==> src/rtl/uart_rx_frame.sv <==
// uart_rx_frame: UART receive framer with two-flop rx synchroniser, mid-bit sampling and stop-bit check.
// Define UART_RX_PARITY_EN to insert an even-parity bit between the data bits and the stop bit.
module uart_rx_frame #(
    parameter int OVERSAMPLE = 16,
    parameter int DATA_BITS  = 8
) (
    input  logic       clk,
    input  logic       rst,
    input  logic       baud_tick,
    input  logic       rx,
    output logic [7:0] rx_data,
    output logic       rx_valid,
    output logic       frame_err,
    output logic       parity_err,
    output logic       busy
);
    localparam int TW = $clog2(OVERSAMPLE);
    localparam int BW = $clog2(DATA_BITS + 1);
    localparam logic [TW-1:0] HALF  = TW'(OVERSAMPLE / 2 - 1);
    localparam logic [TW-1:0] LAST  = TW'(OVERSAMPLE - 1);
    localparam logic [BW-1:0] BLAST = BW'(DATA_BITS - 1);

    typedef enum logic [2:0] {IDLE, START, DATA, PARITY, STOP, BREAK_WAIT} state_t;

`ifdef UART_RX_PARITY_EN
    localparam state_t AFTER_DATA = PARITY;
`else
    localparam state_t AFTER_DATA = STOP;
`endif

    state_t        state_q, state_d;
    logic          sync_q, rx_s_q;
    logic [TW-1:0] tick_cnt_q, tick_cnt_d;
    logic [BW-1:0] bit_cnt_q, bit_cnt_d;
    logic [7:0]    shift_q, shift_d;
    logic [7:0]    rx_data_q, rx_data_d;
    logic          rx_valid_q, rx_valid_d;
    logic          frame_err_q, frame_err_d;
    logic          bit_end;
    logic [TW-1:0] tick_next;
`ifdef UART_RX_PARITY_EN
    logic          par_q, par_d;
    logic          parity_err_q, parity_err_d;
`endif

    // Explicit wrap keeps non-power-of-two oversampling ratios exact.
    assign bit_end   = tick_cnt_q == LAST;
    assign tick_next = bit_end ? '0 : tick_cnt_q + TW'(1);

    always_comb begin
        state_d     = state_q;
        tick_cnt_d  = tick_cnt_q;
        bit_cnt_d   = bit_cnt_q;
        shift_d     = shift_q;
        rx_data_d   = rx_data_q;
        rx_valid_d  = 1'b0;
        frame_err_d = 1'b0;
`ifdef UART_RX_PARITY_EN
        par_d        = par_q;
        parity_err_d = 1'b0;
`endif
        if (baud_tick) begin
            case (state_q)
                IDLE: begin
                    if (!rx_s_q) begin
                        state_d    = START;
                        tick_cnt_d = '0;
                    end
                end
                START: begin
                    tick_cnt_d = tick_cnt_q + TW'(1);
                    if (tick_cnt_q == HALF) begin
                        state_d    = rx_s_q ? IDLE : DATA;
                        tick_cnt_d = '0;
                        bit_cnt_d  = '0;
                    end
                end
                DATA: begin
                    tick_cnt_d = tick_next;
                    if (bit_end) begin
                        shift_d[bit_cnt_q[2:0]] = rx_s_q;
                        bit_cnt_d = bit_cnt_q + BW'(1);
                        state_d   = (bit_cnt_q == BLAST) ? AFTER_DATA : DATA;
                    end
                end
`ifdef UART_RX_PARITY_EN
                PARITY: begin
                    tick_cnt_d = tick_next;
                    if (bit_end) begin
                        par_d   = rx_s_q;
                        state_d = STOP;
                    end
                end
`endif
                STOP: begin
                    tick_cnt_d = tick_next;
                    if (bit_end) begin
                        state_d     = rx_s_q ? IDLE : BREAK_WAIT;
                        rx_valid_d  = rx_s_q;
                        frame_err_d = !rx_s_q;
                        rx_data_d   = rx_s_q ? shift_q : rx_data_q;
`ifdef UART_RX_PARITY_EN
                        parity_err_d = ^shift_q[DATA_BITS-1:0] ^ par_q;
`endif
                    end
                end
                // A held-low line parks here so a break raises only one frame_err.
                BREAK_WAIT: state_d = rx_s_q ? IDLE : BREAK_WAIT;
                default: state_d = IDLE;
            endcase
        end
    end

    always_ff @(posedge clk) begin
        if (rst) begin
            sync_q      <= 1'b1;
            rx_s_q      <= 1'b1;
            state_q     <= IDLE;
            tick_cnt_q  <= '0;
            bit_cnt_q   <= '0;
            shift_q     <= '0;
            rx_data_q   <= '0;
            rx_valid_q  <= 1'b0;
            frame_err_q <= 1'b0;
        end else begin
            sync_q      <= rx;
            rx_s_q      <= sync_q;
            state_q     <= state_d;
            tick_cnt_q  <= tick_cnt_d;
            bit_cnt_q   <= bit_cnt_d;
            shift_q     <= shift_d;
            rx_data_q   <= rx_data_d;
            rx_valid_q  <= rx_valid_d;
            frame_err_q <= frame_err_d;
        end
    end

`ifdef UART_RX_PARITY_EN
    always_ff @(posedge clk) begin
        if (rst) begin
            par_q        <= 1'b0;
            parity_err_q <= 1'b0;
        end else begin
            par_q        <= par_d;
            parity_err_q <= parity_err_d;
        end
    end
    assign parity_err = parity_err_q;
`else
    assign parity_err = 1'b0;
`endif

    assign rx_data   = rx_data_q;
    assign rx_valid  = rx_valid_q;
    assign frame_err = frame_err_q;
    assign busy      = state_q != IDLE;
endmodule

==> config.mk <==
export PLATFORM = sky130hd
export DESIGN_NAME = uart_rx_frame
export DESIGN_NICKNAME = d
export VERILOG_FILES = /design/src/rtl/uart_rx_frame.sv
export SDC_FILE = /design/constraint.sdc
export NUM_CORES = 1
export LEC_CHECK = 0
export BUFFER_PORTS_ARGS = -buffer_cell sky130_fd_sc_hd__buf_2
export CAP_MARGIN = 20
export CORE_MARGIN = 3
export CORE_UTILIZATION = 51
export CTS_CLUSTER_SIZE = 12
export DETAILED_ROUTE_END_ITERATION = 10
export GPL_TIMING_DRIVEN = 0
export HOLD_SLACK_MARGIN = 0.02
export PLACE_DENSITY_LB_ADDON = 0.1
export SYNTH_ARGS = -nofsm -noshare
export SYNTH_HDL_FRONTEND = slang
export SYNTH_SLANG_ARGS = --single-unit
==> constraint.sdc <==
create_clock -name clk -period 1.7 [get_ports clk]
set_clock_uncertainty 0.1 [all_clocks]
set_input_delay 0.34 -clock clk [delete_from_list [all_inputs] [get_ports clk]]
set_output_delay 0.34 -clock clk [all_outputs]
set_load 0.03 [all_outputs]
==> flow_summary_export.csv <==
group,metric,value,unit
hold_path,hp-class,"primary input to flip-flop",
setup_path,worstReg2RegEnd,"shift_q[5]",
setup_path,worstSetupEndpointType,"flip-flop",
global_route,grt_pass1_wl,5930,um
yosys,syn_area,0.00152,mm2
timing,slew_violations,0,
floorplan,die_w,60.6,um
floorplan,pin_count,16,
route,post-route-drc-count,0,
yosys,synth_cells,172,
yosys,synth-main-ff-cell,"dfxtp_1",
setup_path,cp.arrival,1790,ps
timing,finalCriticalPeriod,1670,ps
place,dp.cells,217,
layout,mostFrequentLayoutCell,"nor2_1",
global_route,first_global_vias,1322,
timing,hold_violations,0,
yosys,synth-async-reset-ratio,0,%
setup_path,slowest_stage,"or3b_1",
setup_path,cp_max_fo,7,
pwr,leakagePower,0.832,nW
timing,setup_slack,29.8,ps
floorplan,initial_core_util,54.1,%
setup_path,regToRegStartpoint,"state_q[2]",
layout,most-common-layout-cells,"26 x nor2_1, 25 x dfxtp_1, 15 x mux2i_1, 14 x buf_2, 9 x nand2_1",
layout,fin_cells,231,
setup_path,path_class,"flip-flop to flip-flop",
floorplan,die_h,60.6,um
route,routed_wl,3490,um
yosys,ys_seq_elements,31,
yosys,yosysWarnings,0,
route,routed_via_density,5.92,
yosys,ys_seq_area_share,40.9,%
clocking,cts_root_buffer,"clkbuf_4",
timing,fin_crit_sh,98.2,%
clocking,htree_levels,2,
yosys,ys_types,46,
global_route,grt.overflow.total,0,
yosys,synth_top_cell_area_share,40.9,%
yosys,synth-edff-count,0,
clocking,cts.reportedPaths.clkPinSlew,100,ps
clocking,cts_buffer_depth,2,
clocking,numCtsBuffers,5,
global_route,antenna_found_initial,0,
setup_path,crit_path_cell_trace,"or3b_1 > buf_6 > nor4_4 > mux2i_1 > nor2_1",
timing,finalSetupViolCount,0,
clocking,clkLatencyLatePin,340,ps
setup_path,worst-path-buf-inv,1,
place,post_dp_cell_area,0.00163,mm2
layout,antenna_cells,0,
hold_path,hold_end,"sync_q",
setup_path,cp_top_family,"simple AND/OR/NAND/NOR gates",
setup_path,r2r_setup_slack,30,ps
route,routedWlPerCell,15.1,um
clocking,cts.sinks,31,
yosys,synth_top_area_cell,"dfxtp_1",
place,port_buffers,14,
place,gp_congestion,0.895,
place,dp_hpwl,2350,um
timing,grt_setup_unrepaired,"yes",
yosys,synth_area_leaders,"dfxtp_1 41%, mux2i_1 11%, nor2_1 6.7%, nand4_1 2.9%, nand2_1 2.2%",
setup_path,critPathRequiredTime,1820,ps
yosys,syn_avg_cell_area,8.82,um2
pwr,power.density,627,mW/mm2
setup_path,ff2ff_path_depth,5,
layout,area_growth,26.4,%
route,detail-route-antenna-nets,0,
setup_path,setup.worst_path.start_class,"flip-flop",
pwr,vdd_drop_max,495,uV
global_route,track_usage,21.7,%
floorplan,core_area,0.00281,mm2
yosys,synth_nets,178,
layout,post-route-cell-area,0.00192,mm2
floorplan,dieArea,0.00367,mm2
route,firstDrtPassIters,4,
timing,fmax,599,MHz
clocking,cts_tree,"yes",
setup_path,slowest_delay,380,ps
hold_path,hp-start,"rx",
hold_path,hold_path_depth,2,
place,dpl_worst_slack,-295,ps
layout,drive_above_1_share,29.0,%
floorplan,rows,19,
run_status,status,"finished, final reports clean",
layout,nNetsFinal,205,
global_route,grt_max_degree,11,
route,drt_iter0_drc,58,
flow_run,max_cap_viol_count,0,
route,vias,1367,
worst reg2reg max path, cell delays in order (launching register included):
cell and delay, ps:
dfxtp_4 370, or3b_1 380, buf_6 160, nor4_4 280, mux2i_1 210, nor2_1 50
cell families after synthesis:
| group | Yosys count | synth area share, % |
|---|---|---|
| muxes | 16 | 10.6 |
| DFF | 31 | 40.9 |
| xor gates and xnor gates | 2 | 1.15 |
| buffers and inverters | 16 | 4.62 |
| AOI/OAI and AO/OA | 24 | 11.5 |
| other | 1 | 0.247 |
| adders and majority gates | 2 | 1.65 |
| and+or+nand+nor | 80 | 29.3 |
per-layer routing:
| metal | global-route usage [%] | up-vias | routed length, um |
|---|---|---|---|
| li1 | - | 677 | - |
| met1 | 25.9 | 652 | 1490 |
| met2 | 36.4 | 30 | 1780 |
| met3 | 5.11 | 8 | 153 |
| met4 | 11.1 | 0 | 67 |
| met5 | 0 | - | 0 |
power breakdown:
part	switching, mW	total, mW	internal, mW
registers	0.00433	0.726	0.722
logic	0.0408	0.0636	0.0228
clock network	0.254	0.413	0.159
total	0.299	1.20	0.904
sequential cells by signal, summed over array words and instances, names as in the netlist:
signal and flops:
rx_s_q 1, bit_cnt_q 4, rx_valid 1, shift_q 8, rx_data 8, frame_err 1, state_q 3, tick_cnt_q 4
sync_q 1
how the worst max path moves through the flow:
| stage | startpoint | to | slack, ps | cells after the start |
|---|---|---|---|---|
| floorplan | tick_cnt_q[0] | rx_data[0] | 20 | 6 |
| global placement | tick_cnt_q[0] | rx_data[7] | -210 | 6 |
| detailed placement | tick_cnt_q[0] | rx_data[1] | -300 | 6 |
| CTS | state_q[1] | shift_q[5] | 0.8 | 5 |
| global route | state_q[1] | tick_cnt_q[2] | -20 | 5 |
| finish | state_q[2] | shift_q[5] | 30 | 5 |
synth_stat cells, types with 2 or more instances:
| library cell | instances |
|---|---|
| nand2b_1 | 3 |
| dfxtp_1 | 31 |
| a31oi_1 | 3 |
| nor2b_1 | 3 |
| clkbuf_1 | 6 |
| buf_2 | 5 |
| nand4_1 | 7 |
| o211ai_1 | 2 |
| a21oi_1 | 6 |
| o21ai_0 | 2 |
| nor2_1 | 27 |
| and3b_1 | 2 |
| mux2i_1 | 16 |
| ha_1 | 2 |
| a32oi_1 | 2 |
| inv_1 | 3 |
| and3_1 | 2 |
| xor2_1 | 2 |
| nor3_1 | 3 |
| or2_2 | 2 |
| nand4bb_1 | 2 |
| nand3_1 | 5 |
| nor4_1 | 5 |
| nand2_1 | 9 |
per-stage QoR:
stage | hold slack, ps | setup TNS [ps] | power, mW | util [%]
CTS | 79.4 | 0 | 1.22 | 64.6
global placement | 303 | -2150 | 0.803 | 58.0
detailed placement | 307 | -3130 | 0.805 | 58.0
floorplan | 289 | 0 | 0.787 | -
finish | 89.0 | 0 | 1.20 | 68.4
global route | 75.8 | -42.8 | 1.26 | 68.4
cell type report:
| cell class | instances | area, um2 |
|---|---|---|
| clock inverter | 2 | 12.5 |
| inverter | 3 | 11.3 |
| sequential | 31 | 641 |
| multi-input combinational | 125 | 947 |
| tap | 31 | 38.8 |
| fill | 235 | 887 |
| clock buffer | 6 | 41.3 |
| buffer | 13 | 96.3 |
| timing repair buffer | 20 | 130 |
what timing repair did:
item                       in CTS  in global routing
setup endpoints to repair      21                 19
hold endpoints to repair        0                  0
buffers inserted                2                  4
hold buffers                    0                  0
resized for setup              27                 20
gates cloned                    0                  0
pin swaps                       3                  7
Note: power is estimated with default switching activity, not from simulation.
